### src/rtl/invaes_spi_sync.sv
// invaes_spi_sync: oversampled SPI slave front end for invaes_core.
// Define INVAES_LEN_CHECK_EN to reject frames that are not exactly FRAME_BITS long.
module invaes_spi_sync #(
  parameter int K          = 128,
  parameter int FRAME_BITS = 8 + K + 128
) (
  input  logic           clk,
  input  logic           reset,
  input  logic           r_sclk,
  input  logic           r_mosi,
  input  logic           r_ce,
  output logic           r_miso,
  input  logic           done,
  input  logic [127:0]   plaintext,
  output logic           load,
  output logic [K-1:0]   key,
  output logic [127:0]   cyphertext,
  output logic [7:0]     dir_byte,
  output logic           frame_err,
  output logic           overrun
);

  localparam int CW = $clog2(FRAME_BITS + 2);
  localparam logic [CW-1:0] CNT_FULL = CW'(FRAME_BITS);
  localparam logic [CW-1:0] CNT_SAT  = CW'(FRAME_BITS + 1);

`ifdef INVAES_LEN_CHECK_EN
  localparam bit LEN_CHECK = 1'b1;
`else
  localparam bit LEN_CHECK = 1'b0;
`endif

  if (K != 128 && K != 192 && K != 256) begin : g_bad_k
    $error("invaes_spi_sync: K must be 128, 192 or 256");
  end

  if (FRAME_BITS != 8 + K + 128) begin : g_bad_fb
    $error("invaes_spi_sync: FRAME_BITS is derived from K");
  end

  typedef enum logic [1:0] {
    IDLE,
    RX,
    BUSY,
    DONE
  } state_t;

  state_t state, state_d;

  logic [2:0] sclk_s;
  logic [2:0] ce_s;
  logic [1:0] mosi_s;
  logic       mosi_d;
  logic       sclk_rise;
  logic       sclk_fall;
  logic       ce_rise;
  logic       ce_fall;
  logic       done_q;
  logic       done_rise;

  logic [CW-1:0]         cnt;
  logic [CW-1:0]         cnt_sh;
  logic [FRAME_BITS-1:0] rx;
  logic [FRAME_BITS-1:0] rx_sh;
  logic [127:0]          tx;

  logic shift_in;
  logic frame_ok;
  logic start;
  logic accept;
  logic reject;
  logic set_ovr;
  logic latch_pt;

  // Two-flop synchronisers, third flop for edges, edge pulses registered.
  always_ff @(posedge clk) begin
    if (reset) begin
      sclk_s    <= '0;
      ce_s      <= '0;
      mosi_s    <= '0;
      mosi_d    <= 1'b0;
      sclk_rise <= 1'b0;
      sclk_fall <= 1'b0;
      ce_rise   <= 1'b0;
      ce_fall   <= 1'b0;
      done_q    <= 1'b0;
    end else begin
      sclk_s    <= {sclk_s[1:0], r_sclk};
      ce_s      <= {ce_s[1:0], r_ce};
      mosi_s    <= {mosi_s[0], r_mosi};
      mosi_d    <= mosi_s[1];
      sclk_rise <= sclk_s[1] & ~sclk_s[2];
      sclk_fall <= ~sclk_s[1] & sclk_s[2];
      ce_rise   <= ce_s[1] & ~ce_s[2];
      ce_fall   <= ~ce_s[1] & ce_s[2];
      done_q    <= done;
    end
  end

  assign done_rise = done & ~done_q;

  // A same-cycle sclk rise is folded in before the frame is judged.
  assign shift_in = sclk_rise && (state == RX);
  assign cnt_sh   = (shift_in && cnt != CNT_SAT) ? cnt + CW'(1) : cnt;
  assign rx_sh    = shift_in ? {rx[FRAME_BITS-2:0], mosi_d} : rx;
  assign frame_ok = LEN_CHECK ? (cnt_sh == CNT_FULL) : (cnt_sh != '0);

  // State register.
  always_ff @(posedge clk) begin
    if (reset) state <= IDLE;
    else       state <= state_d;
  end

  // Next-state and control strobes.
  always_comb begin
    state_d  = state;
    start    = 1'b0;
    accept   = 1'b0;
    reject   = 1'b0;
    set_ovr  = 1'b0;
    latch_pt = 1'b0;
    unique case (state)
      IDLE: begin
        if (ce_rise) begin
          start   = 1'b1;
          state_d = RX;
        end
      end
      RX: begin
        if (ce_fall) begin
          if (frame_ok) begin
            accept  = 1'b1;
            state_d = BUSY;
          end else begin
            reject  = 1'b1;
            state_d = IDLE;
          end
        end
      end
      BUSY: begin
        if (ce_rise) set_ovr = 1'b1;
        if (done_rise) begin
          latch_pt = 1'b1;
          state_d  = DONE;
        end
      end
      DONE: begin
        if (ce_rise) begin
          start   = 1'b1;
          state_d = RX;
        end
      end
      default: state_d = IDLE;
    endcase
  end

  // Receive shifter and bit counter, cleared at each frame start.
  always_ff @(posedge clk) begin
    if (reset) begin
      cnt <= '0;
      rx  <= '0;
    end else if (start) begin
      cnt <= '0;
      rx  <= '0;
    end else if (state == RX) begin
      cnt <= cnt_sh;
      rx  <= rx_sh;
    end
  end

  // Plaintext shift-out: first bit on frame start, then one per sclk fall.
  always_ff @(posedge clk) begin
    if (reset) begin
      tx     <= '0;
      r_miso <= 1'b0;
    end else if (latch_pt) begin
      tx <= plaintext;
    end else if (start || (sclk_fall && state == RX)) begin
      r_miso <= tx[127];
      tx     <= {tx[126:0], 1'b0};
    end
  end

  // Field capture, load handshake and sticky error flags.
  always_ff @(posedge clk) begin
    if (reset) begin
      load       <= 1'b0;
      key        <= '0;
      cyphertext <= '0;
      dir_byte   <= '0;
      frame_err  <= 1'b0;
      overrun    <= 1'b0;
    end else if (accept) begin
      load       <= 1'b1;
      dir_byte   <= rx_sh[FRAME_BITS-1 -: 8];
      key        <= rx_sh[K+127:128];
      cyphertext <= rx_sh[127:0];
      frame_err  <= 1'b0;
      overrun    <= 1'b0;
    end else begin
      if (start)   load      <= 1'b0;
      if (set_ovr) overrun   <= 1'b1;
      if (reject && LEN_CHECK) frame_err <= 1'b1;
    end
  end

endmodule

### config.mk
export PLATFORM = sky130hd
export DESIGN_NAME = invaes_spi_sync
export DESIGN_NICKNAME = d
export VERILOG_FILES = /design/src/rtl/invaes_spi_sync.sv
export SDC_FILE = /design/constraint.sdc
export NUM_CORES = 1
export LEC_CHECK = 0
export ABC_AREA = 1
export CAP_MARGIN = 30
export CORE_ASPECT_RATIO = 0.5
export CORE_UTILIZATION = 45
export DETAILED_ROUTE_END_ITERATION = 16
export GPL_TIMING_DRIVEN = 0
export PLACE_DENSITY = 0.81
export SKIP_CTS_REPAIR_TIMING = 1
export SYNTH_ARGS = -nofsm -noshare
export SYNTH_HDL_FRONTEND = slang
export SYNTH_SLANG_ARGS = --single-unit
### constraint.sdc
create_clock -name clk -period 2.1 [get_ports clk]
set_input_delay 0.21 -clock clk [delete_from_list [all_inputs] [get_ports clk]]
set_output_delay 0.21 -clock clk [all_outputs]
set_load 0.005 [all_outputs]
[Yosys cells after proc, flatten, opt, wreduce, memory -nomap -nowiden]
Cells that the tools add are included.
W data, S select, Z words.
Word-level totals
  word-level logic and storage cells: 70
  input port bits: 134
  register bits: 684
Operators by class
  equal/unequal tests: 7
  reduce and logical (&&, ||, !) cells: 13
  add/sub/neg operators: 1
  bitwise logic cells: 11
  mux-type cells: 19
Operator list (number)
  $mux W264: 1
  $mux W128: 2
  $mux W1: 10
  $add A9 B1 Y9 const B: 1
  $mux W9: 1
  $ne A9 B9 Y1 const B: 1
  $reduce_bool A9 Y1: 1
  $mux W2: 4
  $not A1 Y1: 6
  $pmux W2 S3: 1
  $reduce_or A2 Y1: 3
  $and A1 B1 Y1: 5
  $eq A2 B2 Y1 const B: 2
  $ne A2 B2 Y1 const B: 2
  $reduce_bool A2 Y1: 2
  $logic_and A1 B1 Y1: 3
  $reduce_and A3 Y1: 1
  $eq A2 B1 Y1 const B: 1
  $logic_not A2 Y1: 1
  $ne A2 B1 Y1 const B: 1
  $reduce_and A2 Y1: 1
  $logic_or A1 B1 Y1: 1

[Depth between registers and ports, before layout]
Gate-level depths: netlist of run 1.
  word-level depth: 9
  gate-level depth with buffers: 16
  gate-level depth less buffers: 14

[Worst setup path before layout of run 1]
No wires, ideal clock.
  path type: register to register
  start: register state[1]
  end: register cyphertext[114]
  library setup time: 0.060 ns
  path buffers: 2
  clock period less this slack: 1.973 ns
  arrival time: 1.914 ns
  cell stages (with the launch flop): 15
  setup slack: 0.127 ns
  path through: dfxtp_1 -> inv_1 -> ha_1 -> nand2_2 -> nor2_2 -> nand2_1 -> xor2_1 -> inv_1 -> nor2_1 -> nand3_2 -> nand2_4 -> buf_12 -> buf_8 -> nand3_2 -> nand2_1
On the way
  longest elaborated chain between the ends: 8
  elaborated cells between the ends (all ways): 9
  classes of those cells: 1 x eq/ne; 5 x mux; 3 x reduce/logical
Ends and longest elaborated chain
  start: declaration: RTL line 48  | state_t state, state_d;
  start signal: assignment: RTL line 111  | else state <= state_d;
  $eq A2 B1 Y1 (*): RTL line 103, 122
  $logic_and A1 B1 Y1: RTL line 103  | assign shift_in = sclk_rise && (state == RX);
  $logic_and A1 B1 Y1: RTL line 104  | assign cnt_sh = (shift_in && cnt != CNT_SAT) ? cnt + CW'(1) : cnt;
  $mux W9: RTL line 104
  $reduce_bool A9 Y1: RTL line 106  | assign frame_ok = LEN_CHECK ? (cnt_sh == CNT_FULL) : (cnt_sh != '0);
  $mux W1: RTL line 131  | if (frame_ok) begin
  $mux W1: RTL line 130  | if (ce_fall) begin
  $mux W1: RTL line 122  | unique case (state)
  end signal: assignment: RTL line 197  | cyphertext <= rx_sh[127:0];
  end: declaration: RTL line 17  | output logic [127:0] cyphertext,
Mark *: on every way between the ends. The rest lies on a longest branch, timed or not.
A chain may end at the register's enable or synchronous reset.

[Final worst setup path of run 1]
  start: register cnt[1]
  end: register key[17]
On the way
  longest elaborated chain between the ends: 7
  elaborated cells between the ends (all ways): 8
  classes of those cells: 1 x add/sub; 1 x eq/ne; 4 x mux; 2 x reduce/logical
Ends and longest elaborated chain
  start: declaration: RTL line 61  | logic [CW-1:0] cnt;
  start signal: assignment: RTL line 166  | cnt <= cnt_sh;
  parallel branches: the longest is 2 deep, another holds $add A9 B1 Y9
  $mux W9 (*): RTL line 104
  $reduce_bool A9 Y1 (*): RTL line 106
  $mux W1 (*): RTL line 131
  $mux W1 (*): RTL line 130
  $mux W1 (*): RTL line 122
  end signal: assignment: RTL line 196  | key <= rx_sh[K+127:128];
  end: declaration: RTL line 16  | output logic [K-1:0] key,
Every way passes the cells marked *.

==> results.cfg, run 1 <==
[status]
status = finished, violations left
violations = negative setup slack

[power]
p_leak_nw = 17.1
power.total_mw = 28.6
p_per_area_nw_per_um2 = 795
ir_drop_mv = 0.684

[die]
ioPinCount = 402
die_h_um = 177
die-area_sq_um = 62400
initial_utilization_pct = 46.1
rows = 63
fp.dieW_um = 352
core-area_sq_um = 59900

[clock_network]
htreeDepth = 2
root_buffer = clkbuf_16
cts_tree = yes
clk-insertion-delay-late_ps = 620
clkSinkCount = 684
cts_buffers = 60
cts_max_path_buffers = 3
cts.clk_slew.worst_paths_ps = 80

[placement]
placed_area_sq_um = 32600
portBuffers = 399
dpl.cell_count = 4694
dp_hpwl_um = 54400
place_congestion = 0.866

[yosys]
seq_area_frac_synth_pct = 49.6
synthFlopType = dfxtp_1
synth_common_cells = dfxtp_1, nand2_1, nor2_1, inv_1, o21ai_0
syn_area_per_cell_sq_um = 7.92
yosysWarnings = 0
syn_area_sq_um = 27600
synthArstFlopShare_pct = 0
syn_nets = 3622
netlist_instances = 3483
yosysMostFrequentCell = dfxtp_1
synth_top_area_share_pct = 49.6
yosysTopAreaCell = dfxtp_1
yosys.cell_types.count = 30
synth_area_leaders = dfxtp_1, nand2_1, nand4_1, or2_2, o21ai_0
synth_edf_count = 0
ys_ff_latch = 684

[finish]
syn_to_final_growth_pct = 30.4
fin_cells = 4841
final_nets = 4105
fin_util_pct = 60.1
drive_gt1_share_pct = 18.8
final_area_sq_um = 36000

[sta]
fin_crit_ps = 2270
setup_viol = 266
clock_skew_ps = 25.6
rsz0062_at_grt = yes
maxSlewHeadroom_pct = 39.1
maxSlewViolCount = 0
hold_viol_final = 0
fin_ws_ps = -173
worst_pin_slew_ps = 913
max_freq_mhz = 440
fin_crit_sh_pct = 108

[setup_path]
cp-endpoint = key[17]
critical_path_required_ps = 2660
reg2reg_depth = 16
regToRegEndpoint = key[17]
critPathLaunchType = register
reg2reg_slack_ps = -170
cp_data_arrival_time_ps = 2830
reg2reg_from = cnt[1]
critPathLaunch = cnt[1]
crit_path_end_kind = register
crit_fanout = 10
crit_type = reg -> reg

[hold_path]
min_path_type = in -> reg

[global_routing]
gr-total-overflow = 0
grt_pass1_wl_um = 121000
grt_pass1_vias = 24000
grt_usage_pct = 23.6
antenna_found_initial = 11
grt_max_degree = 17

[drt]
drtIter0Drc = 1928
drc = 0
ant_nets = 0
wl_um = 79500
drt-wirelength-per-cell_um = 16.4
vias = 25300
vias_per_cell = 5.22
drtPass1Iterations = 6

[run]
maxCapViolations = 0
## metrics by stage
stage                     hold WS, ps  setup TNS, ps  setup WS (ps)
after floorplan                   317              0            127
after global placement            398        -276130           -834
after detailed placement          397        -299060           -861
after CTS                        97.3        -210810           -694
after global routing              109         -53080           -246
final                             120         -29250           -173
## worst max-delay path, stage by stage, from the launching register on
cell	delay (ps)
dfxtp_4	370
inv_4	60
ha_4	130
nand2_2	70
nor2_4	140
nand2_4	90
nand2_4	100
nand2_2	50
nand2_2	80
nand2_2	80
nor2_4	110
nand3_4	170
nand2_8	210
clkbuf_16	220
buf_12	150
nand3_2	90
nand2_2	80
## sequential cells by signal (all words and copies together) (netlist names), 2 cells and up
| name | count |
|---|---|
| rx | 264 |
| cnt | 9 |
| ce_s | 3 |
| sclk_s | 3 |
| cyphertext | 128 |
| key | 128 |
| tx | 128 |
| dir_byte | 8 |
| mosi_s | 2 |
| state | 2 |
## final cells by class
class / count / area, sq um
fill: 4955 / 23900
sequential: 684 / 13700
multi-input combinational: 2208 / 11900
timing repair buffer: 421 / 4390
buffer: 293 / 1700
clock buffer: 78 / 1680
inverter: 298 / 1120
tap: 812 / 1020
clock inverter: 36 / 480
antenna: 11 / 27.5
## kinds of logic (layout without fill, tap and decap cells)
| group | Yosys count | in the layout | synth area share, % |
|---|---|---|---|
| xor+xnor | 2 | 2 | 0.0635 |
| fa+ha+maj | 5 | 5 | 0.227 |
| simple gates | 1778 | 1778 | 32.4 |
| flops | 684 | 684 | 49.6 |
| other cells | 1 | 12 | 0.0136 |
| compound gates | 422 | 422 | 8.30 |
| buf+inv | 591 | 1126 | 9.43 |
## report_power, final
group	internal, mW	switching [mW]	leakage, nW
sequential	13.3	0.189	5.52
combinational	1.09	1.85	10.5
clock	7.02	5.14	1.07
total	21.4	7.18	17.1
## layer usage
layer | track usage (%) | vias up | wire length, um
met5 | 0 | - | 0
met4 | 12.3 | 0 | 3930
met3 | 3.04 | 232 | 3050
met2 | 42.2 | 674 | 40000
met1 | 27.8 | 12000 | 32500
li1 | - | 12400 | -
## layout by cell type, fill, tap and decap left out, drive strengths merged, types with 11 or more instances in the layout
| master | instances |
|---|---|
| dfxtp | 684 |
| nand2 | 668 |
| clkdlybuf4s50 | 399 |
| nor2 | 304 |
| inv | 302 |
| clkbuf | 286 |
| o21ai | 273 |
| nand3 | 273 |
| or2 | 264 |
| nand4 | 264 |
| a31oi | 113 |
| buf | 107 |
| a21oi | 21 |
| clkinv | 17 |
| a22oi | 14 |
| diode | 11 |
| bufinv | 11 |
## how the worst min path moves through the flow
stage / start / end / slack [ps] / depth (start not counted)
floorplan: r_ce / ce_s[0] / 320 / 2
global placement: mosi_s[0] / mosi_s[1] / 400 / 2
detailed placement: mosi_s[0] / mosi_s[1] / 400 / 2
CTS: r_mosi / mosi_s[0] / 100 / 3
global route: r_mosi / mosi_s[0] / 110 / 3
finish: r_sclk / sclk_s[0] / 120 / 3
No activity file was read; power rests on OpenSTA's default activity.
==> inputs of run 2 (changes only) <==
PLACE_DENSITY = 0.78   (was 0.81)
clock period = 2.75 ns   (was 2.1 ns; I/O delays follow)
==> run 2 against run 1 <==
Against the previous run: the run now ends clean; critical endpoint is now tx[45]; first-iteration DRC count shrank 7.0%; die area is the same; clock skew grew 3.4 ps; fmax shrank 10%; via count shrank 2.3%; combinational power shrank 28%; sequential power shrank 24%; largest cell class unchanged; final cell count shrank 0.70%; wire length shrank 6.3%.
==> results.cfg, run 2 (synthesized netlist as in run 1, its figures left out) <==
[power]
pwr-share-clk_pct = 40.7
power.total_mw = 20.9
switching_share_pct = 24.9
combPwrFrac_pct = 10.0
seq_power_share_pct = 49.3
switchingPower_mw = 5.23
p_int_mw = 15.7
p_leak_nw = 16.5
p_per_area_nw_per_um2 = 605
ir_drop_mv = 0.501

[clock_network]
clk-insertion-delay-late_ps = 620
cts.clk_slew.worst_paths_ps = 70
cts_buffers = 60
clkSinkCount = 684
htreeDepth = 2
cts_tree = yes
cts_max_path_buffers = 3
root_buffer = clkbuf_16

[setup_path]
crit_fanout = 10
crit_path_end_kind = register
crit_path_frequent_cell = nand2_1
crit_path_top_delay_cell = clkbuf_1
cp-endpoint = tx[45]
cpPeakStageDelay_ps = 630
critPathLaunch = state[0]
crit_type = reg -> reg
regToRegEndpoint = tx[45]
worstPathCellList = inv_1 -> ha_1 -> nand2_1 -> nand2_1 -> nor2_1 -> clkbuf_1 -> clkbuf_1 -> nand2_1 -> a31oi_1
critPathLaunchType = register
reg2reg_depth = 9
cp_data_arrival_time_ps = 3060
critical_path_required_ps = 3270
reg2reg_from = state[0]
reg2reg_slack_ps = 210

[status]
status = finished clean

[placement]
place_congestion = 0.884
portBuffers = 399
dp_hpwl_um = 53500

[die]
die_h_um = 177
fp.dieW_um = 352
core-area_sq_um = 59900
rows = 63
ioPinCount = 402
initial_utilization_pct = 46.1
die-area_sq_um = 62400

[hold_path]
min_path_type = in -> reg

[sta]
setup_viol = 0
fin_crit_ps = 2540
worst_pin_slew_ps = 911
rsz0062_at_grt = no
fin_crit_sh_pct = 92.2
maxSlewHeadroom_pct = 39.2
clock_skew_ps = 29.0
max_freq_mhz = 394
hold_viol_final = 0
maxSlewViolCount = 0

[global_routing]
grt_pass1_vias = 23200
antenna_found_initial = 7
grt_pass1_wl_um = 117000
gr-total-overflow = 0
grt_usage_pct = 22.8
grt_max_degree = 16

[drt]
wl_um = 74500
vias_per_cell = 5.14
drt-wirelength-per-cell_um = 15.5
drc = 0
drtIter0Drc = 1793
drtPass1Iterations = 5
vias = 24700
ant_nets = 0

[finish]
max_flop_register = rx
fin_util_pct = 57.8
drive_gt1_share_pct = 13.8
fillCellCount = 5260
mostFrequentLayoutCell = dfxtp_1
syn_to_final_growth_pct = 25.4
final_nets = 4083
largest_reg_flops = 264
final_cell_mix = dfxtp_1, nand2_1, clkdlybuf4s50_1

[run]
maxCapViolations = 0
-- run 2: cell count changes in the layout (fill, tap and decap cells not counted), sizes merged --
cell      delta
diode        -4
inv          -4
buf         -14
clkinvlp     -2
bufinv       -8
clkbuf       +6
clkinv       -8
-- run 2: layer usage --
metal | wire length, um | GRT usage [%]
met1 | 30900 | 26.7
met4 | 2830 | 9.71
met5 | 0 | 0
met3 | 2920 | 2.82
met2 | 37800 | 41.9
-- run 2: how the worst min path moves through the flow --
stage,slack [ps],depth (start not counted),startpoint,end
after floorplan,380,2,r_ce,ce_s[0]
after global placement,400,2,sclk_s[0],sclk_s[1]
after detailed placement,400,2,sclk_s[0],sclk_s[1]
after CTS,150,3,r_mosi,mosi_s[0]
after global routing,170,3,r_mosi,mosi_s[0]
final,180,3,r_mosi,mosi_s[0]
-- run 2: worst max-delay path, delay by kind of cell (launching register included) --
kind,cells,cell delay (ps)
buffers and inverters,3,1090
AND/OR/NAND/NOR,4,480
flip-flops,1,380
adder cells (fa/ha/maj),1,300
AO/OA/AOI/OAI,1,200
-- run 2: power by group through the flow --
stage	registers [mW]	clock network (mW)	logic, mW
6_report	10.3	8.53	2.10
5_1_grt	10.3	9.07	2.34
4_1_cts	10.3	8.66	2.09
3_5_place_dp	10.5	0	2.07
3_3_place_gp	10.5	0	2.01
2_1_floorplan	10.5	0	1.41
-- run 2: through the flow --
step	hold slack [ps]	instances	TNS, ps	setup WS [ps]	cell area (sq um)
final	181	4807	0	215	34600
after global routing	171	4807	0	1.27	34600
after CTS	149	4800	0	33.9	34600
after detailed placement	398	4694	-13180	-149	32600
after global placement	396	4694	-8740	-133	32600
after floorplan	382	3483	0	777	27600
-- run 2: area by class of cell --
| type | count | area, sq um | share of cell area [%] |
|---|---|---|---|
| diodes | 7 | 17.5 | 0.0506 |
| repair buffers | 399 | 3990 | 11.5 |
| inverters | 298 | 1120 | 3.23 |
| multi-input cells | 2208 | 11300 | 32.7 |
| flip-flops and latches | 684 | 13700 | 39.6 |
| well taps | 812 | 1020 | 2.94 |
| clock buffers | 92 | 1810 | 5.24 |
| clock inverters | 14 | 154 | 0.445 |
| plain buffers | 293 | 1490 | 4.31 |
==> inputs of run 3 (changes only) <==
GPL_ROUTABILITY_DRIVEN = 0   (was not set)
SKIP_CTS_REPAIR_TIMING = not set   (was 1)
==> run 3 against run 2 <==
Against the previous run: total power increased by 1.4%; fmax up 0.26%; first-iteration DRC count shrank 4.0%; largest power group unchanged; count of clock-buffer cells in the layout fell by 10; register-to-register slack barely moved; clock skew shrank 17 ps; clock power up 3.3%; critical path type unchanged.
==> results.cfg, run 3 (synthesized netlist as in run 1, its figures left out) <==
[status]
status = finished clean

[clock_network]
cts_max_path_buffers = 3
cts_tree = yes
root_buffer = clkbuf_16
clk-insertion-delay-late_ps = 620
clkSinkCount = 684
htreeDepth = 2
cts.clk_slew.worst_paths_ps = 70
cts_buffers = 59
cts_hold_buf = 0

[finish]
final_nets = 4082
multiInputGateArea_sq_um = 11300
fillCellCount = 5261
largest_reg_flops = 264
drive_gt1_share_pct = 13.9
final_cell_mix = dfxtp_1, nand2_1, clkdlybuf4s50_1
syn_to_final_growth_pct = 25.7
seqCellArea_sq_um = 13700
mostFrequentLayoutCell = dfxtp_1
fin_util_pct = 57.9
fin_cells = 4817
max_flop_register = rx

[die]
rows = 63
ioPinCount = 402
fp.dieW_um = 352
die-area_sq_um = 62400
die_h_um = 177
core-area_sq_um = 59900
initial_utilization_pct = 46.1

[placement]
portBuffers = 399
dpl.cell_count = 4694
dp_hpwl_um = 53600

[setup_path]
cp_data_arrival_time_ps = 3080
critPathLaunchType = register
crit_type = reg -> reg
critical_path_required_ps = 3300
crit_path_end_kind = register
crit_fanout = 10

[drt]
drtIter0Drc = 1722
ant_nets = 0
vias = 24700
wl_um = 74500
drc = 0
vias_per_cell = 5.14
drt-wirelength-per-cell_um = 15.5
drtPass1Iterations = 6

[sta]
setup_viol = 0
maxSlewViolCount = 0
fin_crit_sh_pct = 91.9
max_freq_mhz = 396
maxSlewHeadroom_pct = 33.6
hold_viol_final = 0
worst_pin_slew_ps = 996
fin_crit_ps = 2530
clock_skew_ps = 11.6
rsz0062_at_grt = no

[power]
p_leak_nw = 16.6
p_per_area_nw_per_um2 = 612
ir_drop_mv = 0.472

[global_routing]
grt_usage_pct = 22.7
gr-total-overflow = 0
grt_max_degree = 17
grt_pass1_wl_um = 117000
grt_pass1_vias = 23500
antenna_found_initial = 14

[hold_path]
min_path_type = in -> reg

[run]
maxCapViolations = 0
run 3: path summary, 6_finish.rpt:
path | startpoint | endpoint | slack [ps] | cells after the start
setup / recovery | state[0] | key[80] | 220 | 10
hold / removal | r_mosi | mosi_s[0] | 200 | 3
setup reg to reg | state[0] | key[80] | 220 | 10
hold reg to reg | mosi_s[1] | mosi_d | 400 | 2
run 3: where the power goes:
part           leakage (nW)  internal, mW  switching, mW
sequential             5.52          10.2          0.135
clock                 0.997          4.98           3.82
combinational          10.0         0.748           1.37
run 3: worst max-delay path, stage by stage, from the launching register on:
cell	delay [ps]
dfxtp_1	380
ha_1	250
nand2_2	190
inv_2	170
clkbuf_1	500
clkbuf_1	340
or2_2	170
o21ai_0	110
inv_1	120
nand4_1	110
nand2_1	110
run 3: metrics by stage:
step | hold WS (ps) | TNS (ps) | power [mW] | worst slack, ps | cell area (sq um)
after floorplan | 382 | 0 | 11.9 | 777 | 27600
after global placement | 396 | -12250 | 12.5 | -163 | 32600
after detailed placement | 393 | -14130 | 12.6 | -191 | 32600
after global routing | 182 | 0 | 22.0 | 23.0 | 34700
after CTS | 165 | 0 | 21.3 | 102 | 34600
final | 196 | 0 | 21.2 | 222 | 34700
run 3: repair_timing:
item                                    in CTS  in global routing
buffers inserted                             0                  0
gates resized for setup                      0                 12
endpoints found under the setup margin       0                150
run 3: layout make-up:
class	count	share of cell area, %
multi-input combinational	2208	32.6
buffer	293	4.30
clock buffer	82	4.80
antenna	14	0.101
clock inverter	27	1.04
tap	812	2.93
sequential	684	39.5
timing repair buffer	399	11.5
inverter	298	3.23
run 3: routing by layer:
layer	vias to the layer above	GRT usage, %	routed length [um]
met5	-	0	0
li1	12300	-	-
met2	555	41.8	37700
met3	165	2.79	2920
met4	0	10.2	3060
met1	11700	26.5	30700
